==> src/rtl/jk_q_monitor_if.sv <==
// Bundle between a q-source test harness and the jk_q_monitor checker.
// The harness drives enable/clear/q; the monitor returns edge pulses and statistics.
interface jk_q_monitor_if #(
  parameter int CNT_W = 8
);
  logic             en;
  logic             clr;
  logic             q_in;
  logic             rise;
  logic             fall;
  logic [CNT_W-1:0] toggle_cnt;
  logic [CNT_W-1:0] last_high_len;
  logic             stuck;
  logic [1:0]       state_o;

  modport master (
    output en, clr, q_in,
    input  rise, fall, toggle_cnt, last_high_len, stuck, state_o
  );

  modport slave (
    input  en, clr, q_in,
    output rise, fall, toggle_cnt, last_high_len, stuck, state_o
  );
endinterface

==> src/rtl/jk_q_monitor.sv <==
// Edge, toggle, high-pulse-length and stuck-level monitor for the jk_ff q output.
// state | meaning: INIT no sample yet | LOW q low | HIGH q high | STUCK q held TIMEOUT+ samples
module jk_q_monitor #(
  parameter int CNT_W   = 8,
  parameter int TIMEOUT = 16
) (
  input  logic             clk,
  input  logic             rstn,
  jk_q_monitor_if.slave    bus
);

  typedef enum logic [1:0] {
    S_INIT  = 2'd0,
    S_LOW   = 2'd1,
    S_HIGH  = 2'd2,
    S_STUCK = 2'd3
  } state_t;

  state_t           state;
  logic             level;
  logic [CNT_W-1:0] run_len;
  logic [CNT_W-1:0] run_inc;
  logic [CNT_W-1:0] toggle_cnt;
  logic [CNT_W-1:0] last_high_len;
  logic             rise;
  logic             fall;
  logic             stuck;

  assign run_inc = run_len + CNT_W'(1);

  always_ff @(posedge clk) begin
    if (rstn || bus.clr) begin
      state         <= S_INIT;
      level         <= 1'b0;
      run_len       <= '0;
      toggle_cnt    <= '0;
      last_high_len <= '0;
      rise          <= 1'b0;
      fall          <= 1'b0;
      stuck         <= 1'b0;
    end else if (!bus.en) begin
      rise <= 1'b0;
      fall <= 1'b0;
    end else begin
      rise <= 1'b0;
      fall <= 1'b0;
      if (state == S_INIT) begin
        level   <= bus.q_in;
        run_len <= CNT_W'(1);
        state   <= bus.q_in ? S_HIGH : S_LOW;
      end else if (bus.q_in != level) begin
        // Same action from LOW/HIGH and from STUCK; direction follows the held level.
        toggle_cnt <= toggle_cnt + CNT_W'(1);
        level      <= bus.q_in;
        run_len    <= CNT_W'(1);
        stuck      <= 1'b0;
        if (level) begin
          fall          <= 1'b1;
          last_high_len <= run_len;
          state         <= S_LOW;
        end else begin
          rise  <= 1'b1;
          state <= S_HIGH;
        end
      end else if (state == S_STUCK) begin
        if (run_len != '1) run_len <= run_inc;
      end else begin
        run_len <= run_inc;
        if (run_inc == CNT_W'(TIMEOUT)) begin
          state <= S_STUCK;
          stuck <= 1'b1;
        end
      end
    end
  end

  assign bus.rise          = rise;
  assign bus.fall          = fall;
  assign bus.toggle_cnt    = toggle_cnt;
  assign bus.last_high_len = last_high_len;
  assign bus.stuck         = stuck;
  assign bus.state_o       = state;

endmodule

==> src/flat_wrapper.sv <==
// flat-port wrapper written by rule: the top's interface ports become plain ports
module jk_q_monitor_flat 
#(
  parameter int CNT_W   = 8,
  parameter int TIMEOUT = 16
)
  (clk, rstn, bus_en, bus_clr, bus_q_in, bus_rise, bus_fall, bus_toggle_cnt, bus_last_high_len, bus_stuck, bus_state_o);
  jk_q_monitor_if #(.CNT_W(CNT_W)) bus_i ();
  input  logic clk;
  input  logic rstn;
  input wire logic [$bits(bus_i.en)-1:0] bus_en;
  input wire logic [$bits(bus_i.clr)-1:0] bus_clr;
  input wire logic [$bits(bus_i.q_in)-1:0] bus_q_in;
  output wire logic [$bits(bus_i.rise)-1:0] bus_rise;
  output wire logic [$bits(bus_i.fall)-1:0] bus_fall;
  output wire logic [$bits(bus_i.toggle_cnt)-1:0] bus_toggle_cnt;
  output wire logic [$bits(bus_i.last_high_len)-1:0] bus_last_high_len;
  output wire logic [$bits(bus_i.stuck)-1:0] bus_stuck;
  output wire logic [$bits(bus_i.state_o)-1:0] bus_state_o;
  assign bus_i.en = bus_en;
  assign bus_i.clr = bus_clr;
  assign bus_i.q_in = bus_q_in;
  assign bus_rise = bus_i.rise;
  assign bus_fall = bus_i.fall;
  assign bus_toggle_cnt = bus_i.toggle_cnt;
  assign bus_last_high_len = bus_i.last_high_len;
  assign bus_stuck = bus_i.stuck;
  assign bus_state_o = bus_i.state_o;
  jk_q_monitor #(.CNT_W(CNT_W), .TIMEOUT(TIMEOUT)) u_core (.clk(clk), .rstn(rstn), .bus(bus_i));
endmodule
==> config.mk <==
export PLATFORM = sky130hd
export DESIGN_NAME = jk_q_monitor_flat
export DESIGN_NICKNAME = d
export VERILOG_FILES = /design/src/rtl/jk_q_monitor_if.sv /design/src/rtl/jk_q_monitor.sv /design/src/flat_wrapper.sv
export SDC_FILE = /design/constraint.sdc
export NUM_CORES = 1
export LEC_CHECK = 0
export CORE_MARGIN = 3
export CORE_UTILIZATION = 45
export DETAILED_ROUTE_END_ITERATION = 16
export PLACE_DENSITY_LB_ADDON = 0.08
export SKIP_LAST_GASP = 1
export SLEW_MARGIN = 40
export SYNTH_ARGS = -nofsm -noshare
export SYNTH_HDL_FRONTEND = slang
export SYNTH_SLANG_ARGS = --single-unit
export TNS_END_PERCENT = 5
==> constraint.sdc <==
create_clock -name clk -period 1.83 [get_ports clk]
set_clock_uncertainty 0.1 [all_clocks]
set_input_delay 0.366 -clock clk [delete_from_list [all_inputs] [get_ports clk]]
set_output_delay 0.366 -clock clk [all_outputs]
set_load 0.05 [all_outputs]
==> results of run 1 <==
==> metrics by stage <==
stage | power (W) | util (%) | worst slack, ns | setup TNS [ns] | hold WS [ns]
floorplan | 0.0007572 | - | -0.1008 | -0.1008 | 0.3705
global placement | 0.0008071 | 61.41 | -0.5249 | -8.177 | 0.3722
detailed placement | 0.0008095 | 61.41 | -0.5617 | -8.542 | 0.3921
CTS | 0.001170 | 64.35 | -0.04822 | -0.04822 | 0.4138
global route | 0.001222 | 64.35 | -0.08515 | -0.2562 | 0.4455
finish | 0.001161 | 64.35 | -0.05375 | -0.05463 | 0.4065
==> cells in the final DEF, fill, tap and decap left out, types with 2 or more instances in the layout <==
| cell type | Yosys | final |
|---|---|---|
| o41ai_1 | 3 | 3 |
| mux2i_1 | 6 | 6 |
| dfxtp_2 | 0 | 2 |
| xnor2_1 | 2 | 2 |
| dfxtp_1 | 30 | 28 |
| xor2_1 | 5 | 5 |
| nor2_1 | 21 | 21 |
| a31oi_1 | 2 | 2 |
| ha_1 | 5 | 4 |
| clkbuf_4 | 0 | 5 |
| nand2b_1 | 4 | 4 |
| clkdlybuf4s50_1 | 0 | 3 |
| a21oi_1 | 12 | 12 |
| o221a_1 | 2 | 2 |
| o21ai_0 | 9 | 9 |
| nor4_1 | 2 | 2 |
| nand4_1 | 3 | 3 |
| clkinv_2 | 0 | 2 |
| inv_1 | 4 | 3 |
| buf_4 | 0 | 48 |
| nand2_1 | 21 | 20 |
| nand3_1 | 14 | 14 |
| nor3_1 | 3 | 3 |
| and3_2 | 2 | 2 |
==> tightest hold or removal path, delay by kind of cell (launching register included) <==
family	cells	cell delay, ns
DFF	1	0.34
muxes	1	0.07
and+or+nand+nor	1	0.07
==> registers in the layout, summed over array words and instances (netlist names) <==
register                  count
u_core.run_len                8
u_core.level                  1
u_core.bus.stuck              1
u_core.bus.state_o            2
u_core.bus.toggle_cnt         8
u_core.bus.fall               1
u_core.bus.last_high_len      8
u_core.bus.rise               1
==> metal layers <==
layer / part of all wire [%] / vias up / GRT usage [%]
li1: - / 729 / -
met1: 45 / 652 / 20.75
met2: 50 / 37 / 33.12
met3: 4.4 / 4 / 4.813
met4: 1.1 / 0 / 8.086
met5: 0 / - / 0
==> cell usage after synthesis <==
cell / n / area share [%]
buf_6: 3 / 2.3
or2_2: 1 / 0.42
o221a_1: 2 / 1.5
ha_1: 5 / 4.2
or3_1: 1 / 0.42
and3_1: 1 / 0.42
mux2i_1: 6 / 4.1
nand2_1: 21 / 5.3
clkbuf_1: 3 / 0.76
a2111o_1: 1 / 0.76
clkbuf_2: 1 / 0.34
a211o_2: 1 / 0.68
nand2b_1: 4 / 1.7
buf_2: 1 / 0.34
nor2_1: 21 / 5.3
xor2_1: 5 / 3.0
xnor2_1: 2 / 1.2
a221oi_2: 1 / 1.0
nor4_1: 2 / 0.84
o31ai_1: 1 / 0.51
dfxtp_1: 30 / 41
nand4_1: 3 / 1.3
and4_4: 1 / 0.76
o41ai_1: 3 / 1.8
nand3_1: 14 / 4.7
o21ai_0: 9 / 3.0
nor2b_1: 2 / 0.84
o211ai_1: 1 / 0.51
inv_1: 4 / 1.0
nor3_1: 3 / 1.0
a21oi_1: 12 / 4.1
o41a_1: 1 / 0.76
o21a_1: 1 / 0.51
a31oi_1: 2 / 0.84
o21ai_1: 1 / 0.34
and3_2: 2 / 1.0
o211ai_2: 1 / 0.84
o21a_2: 1 / 0.59
nand4b_1: 1 / 0.59
==> layout make-up <==
cell class / count / area [sq um]
clock buffer: 5 / 37.54
clock inverter: 2 / 10.01
fill: 292 / 1106
inverter: 4 / 15.01
multi-input combinational: 133 / 845.8
sequential: 30 / 603.1
tap: 44 / 55.05
timing repair buffer: 54 / 430.4
==> what timing repair did <==
action | CTS | global route
cloned | 0 | 0
pin swaps | 6 | 2
endpoints found under the setup margin | 16 | 7
gates resized for setup | 8 | 0
setup buffers | 1 | 0
==> report_power, final <==
| group | switching, W | internal (W) | leakage [nW] |
|---|---|---|---|
| Clock | 0.000219 | 0.000138 | 0.0308 |
| Sequential | 0.00000808 | 0.000657 | 0.243 |
| Combinational | 0.0000765 | 0.0000628 | 0.573 |
==> cell families (layout without fill, tap and decap cells) <==
family | after synthesis | after routing
DFF | 30 | 30
adders and majority gates | 5 | 5
xor gates and xnor gates | 7 | 7
AOI/OAI and AO/OA | 38 | 38
and+or+nand+nor | 77 | 77
buffers and inverters | 12 | 65
muxes | 6 | 6
==> worst paths after layout <==
path,from,endpoint,cells past startpoint
hold / removal,u_core.bus.last_high_len[5],u_core.bus.last_high_len[5],2
setup reg to reg,u_core.run_len[2],u_core.bus.state_o[0],5
hold reg to reg,u_core.bus.last_high_len[5],u_core.bus.last_high_len[5],2
setup / recovery,u_core.run_len[2],u_core.bus.state_o[0],5
==> results.cfg, run 1 <==
[placed_design]
placedCellCount = 264
gp_routability_congestion = 0.8803
port_buffers = 25
place_area_sq_mm = 0.001906
dp_hpwl_mm = 2.626

[die]
core_region_area_sq_mm = 0.003103
start_util_pct = 47.78
die_h_microns = 63.40
die_x_microns = 63.40
die_area_sq_mm = 0.004020
rows = 20
io-pin-count = 26

[synth]
yosys.area_share.simple_pct = 24.64
synthMuxAreaShare_pct = 4.051
synth_top_family_by_area = simple AND/OR/NAND/NOR gates
synth-xor-area-share_pct = 4.135
ys_ff_latch = 30
ys_warn_count = 0
ys_seq_area_share_pct = 40.51
syn-instance-count = 175
synth_compound_area_share_pct = 17.72
syn_area_sq_mm = 0.001483
synth.avg_cell_area_sq_um = 8.472
mappedNetlistNets = 185
yosys.area_share.adder_pct = 4.219
yosysUniqueCellTypes = 39

[clocking]
cts_tree = yes
cts_made_buffers = 5
ctsHoldBuffers = 0
insertion_delay_ns = 0.31
clkSlewWorstSetupHoldPaths_ns = 0.09
htree_levels = 2
cts-root-buf = clkbuf_4
clock-sinks = 30
cts.path.max_buffers = 2

[drt]
drtIter0Drc = 61
wire_per_inst_microns = 13.29
dr.pass1.iters = 4
drc = 0
vias_per_cell = 5.228
num_vias = 1422
antenna_left = 0
wl_mm = 3.615

[run_status]
outcome = finished, violations left
violations = setup timing

[pwr]
ir_drop_uv = 368.1
powerDensity_mw_per_mm2 = 581.6
p_leak_nw = 0.8471

[grt]
grtUsageTotal_pct = 18.64
antenna_found_initial = 0
grt_max_degree = 13
grt_pass1_vias = 1371
grt_overflow = 0
grt_pass1_wl_mm = 5.927

[timing]
max-slew-margin-rel_pct = 61.33
layout_setup_ws_ns = -0.05375
drv_slew = 0
rsz0062_at_grt = true
worst_pin_slew_ns = 0.5783
setup_violations = 2
finalCriticalPeriod_ns = 1.884
fin_crit_sh_pct = 102.9
clock.fmax_mhz = 530.9
finalHoldViolations = 0

[setup_path]
max_stage_delay_ns = 0.40
crit_family = compound AO/OA/AOI/OAI gates
r2r_slack_ns = -0.05
crit_arrival_ns = 1.99
path_buf_inv = 0
path_max_fanout = 3
crit_slowest_cell = a2111o_1
end_kind = flip-flop
start_kind = flip-flop
crit_type = reg -> reg
worst_ep_required_time_ns = 1.94
crit_chain = and4_4 > a2111o_1 > a221oi_4 > nand2_1 > o221a_1

[cells_and_area]
drive_gt1_share_pct = 31.14
final_area_sq_mm = 0.001997
nNetsFinal = 238
diodes = 0
syn_to_final_growth_pct = 34.68
final_cells = 272

[job]
cap_violations = 0

[hold_path]
min_path_type = reg -> reg
(Power assumes the default switching activity.)
==> run 2: changes to the inputs <==
GPL_ROUTABILITY_DRIVEN = 0   (was default)
RECOVER_POWER = 50   (was default)
clock period = 1.8 ns   (was 1.83 ns; I/O delays follow)
==> run 2 against run 1 <==
Register-to-register slack hardly changed. Hold slack better by 0.0027 ns. Global-route usage is 1.5 points higher. Largest power group unchanged. Power is 4.0% higher. The flow still finishes with violations (setup timing). Maximum frequency is 2.1% higher. First-iteration DRC count is 4.9% higher. Highest routed layer unchanged. Clock power is 6.5% higher.
==> results.cfg, run 2 (synthesis results as in run 1) <==
[job]
cap_violations = 0

[cells_and_area]
multi_input_area_sq_um = 840.8
regArea_sq_um = 606.8
syn_to_final_growth_pct = 36.29
diodes = 0
reg_top3 = u_core.bus.last_high_len: 8 flops, u_core.bus.toggle_cnt: 8 flops, u_core.run_len: 8 flops
final_area_sq_mm = 0.002021
drive_gt1_share_pct = 31.22
num-fill-cells = 296
nNetsFinal = 247
final_common_cell = buf_4
fin_util_pct = 65.12
final_cell_mix = 38 x buf_4, 25 x dfxtp_1, 21 x nor2_1

[pwr]
p_clk_share_pct = 31.4
powerDensity_mw_per_mm2 = 597.7
power_switching_w = 0.0003276
p_leak_nw = 0.8473
switching_share_pct = 27.12
power_w = 0.001208
ir_drop_uv = 288.6
pwr-share-comb_pct = 12.7
seqPwrFrac_pct = 56.0
p_int_w = 0.0008802

[die]
io-pin-count = 26
rows = 20
die_h_microns = 63.40
die_area_sq_mm = 0.004020
core_region_area_sq_mm = 0.003103
die_x_microns = 63.40
start_util_pct = 47.78

[timing]
max-slew-margin-rel_pct = 60.69
worst_pin_slew_ns = 0.5879
drv_slew = 0
fin_crit_sh_pct = 102.5
finalCriticalPeriod_ns = 1.845
finalHoldViolations = 0
setup_violations = 2
clock.fmax_mhz = 542.1
rsz0062_at_grt = true
layout_setup_ws_ns = -0.04476
setup_tns_ns = -0.05019

[run_status]
violations = setup timing
outcome = finished, violations left

[grt]
grt_max_degree = 11
grt_overflow = 0
grt_pass1_vias = 1494
grtUsageTotal_pct = 20.12
grt_pass1_wl_mm = 6.534
antenna_found_initial = 0

[clocking]
clock-sinks = 30
cts_tree = yes
insertion_delay_ns = 0.34
cts.path.max_buffers = 2
htree_levels = 2
cts_made_buffers = 5
clkSlewWorstSetupHoldPaths_ns = 0.09
cts-root-buf = clkbuf_4

[setup_path]
crit_arrival_ns = 1.97
end_kind = flip-flop
path_max_fanout = 3
worst_ep_required_time_ns = 1.92
start_kind = flip-flop
crit_type = reg -> reg

[drt]
wire_per_inst_microns = 13.23
drtIter0Drc = 64
drc = 0
num_vias = 1524
vias_per_cell = 5.423
dr.pass1.iters = 5
wl_mm = 3.718
antenna_left = 0

[placed_design]
port_buffers = 25
place_area_sq_mm = 0.001981
dp_hpwl_mm = 2.799

[hold_path]
min_path_type = reg -> reg
run 2: cell count changes in the layout (fill, tap and decap cells not counted), sizes merged:
cell,before,now
buf,50,41
clkbuf,5,23
run 2: critical path, stage by stage (launching register included):
cell and delay, ns:
dfxtp_2 0.35, and4_4 0.17, a2111o_1 0.39, a221oi_4 0.35, nand2_1 0.12, o221a_1 0.25
run 2: final cells by class:
| type | count | share of cell area, % |
|---|---|---|
| Sequential cell | 30 | 30.03 |
| Tap cell | 44 | 2.724 |
| Clock buffer | 5 | 1.858 |
| Clock inverter | 2 | 0.4954 |
| Multi-Input combinational cell | 133 | 41.61 |
| Inverter | 4 | 0.7430 |
| Timing Repair Buffer | 63 | 22.54 |
run 2: timing repair:
action                                  CTS  global route
pin swaps                                 7             3
endpoints found under the setup margin   17            11
gates resized for setup                   8             1
hold buffers                              0             0
setup buffers                             2             0
run 2: power groups by stage:
stage | clock network, W | registers [W] | logic, W
after detailed placement | 0 | 0.000691 | 0.000145
after floorplan | 0 | 0.000698 | 0.0000732
after CTS | 0.000382 | 0.000676 | 0.000152
after global placement | 0 | 0.000691 | 0.000141
after global routing | 0.000414 | 0.000677 | 0.000166
final | 0.000379 | 0.000676 | 0.000153
run 2: worst paths after layout:
kind                               startpoint                           to  slack, ns  cells past startpoint
setup / recovery            u_core.run_len[1]        u_core.bus.state_o[0]      -0.04                      5
hold reg to reg   u_core.bus.last_high_len[7]  u_core.bus.last_high_len[7]       0.41                      2
setup reg to reg            u_core.run_len[1]        u_core.bus.state_o[0]      -0.04                      5
hold / removal    u_core.bus.last_high_len[7]  u_core.bus.last_high_len[7]       0.41                      2
run 2: metrics by stage:
step                hold slack (ns)  setup slack, ns  cells
finish                       0.4092         -0.04476    281
global route                 0.4541          -0.1054    281
floorplan                    0.3705         -0.01762    175
detailed placement           0.3919          -0.5880    272
global placement             0.3743          -0.5369    272
CTS                          0.4189         -0.06676    281
run 2: metal layers:
layer	track usage [%]	wire (microns)	vias up
met5	0	0	-
met4	10.24	59	0
met3	5.704	201	7
met2	33.90	1839	43
met1	23.02	1617	723
li1	-	-	751
==> run 3: changes to the inputs <==
CAP_MARGIN = 15   (was default)
==> results of run 3 <==
Same layout as run 2: the final DEF is identical, and so are final timing and power.
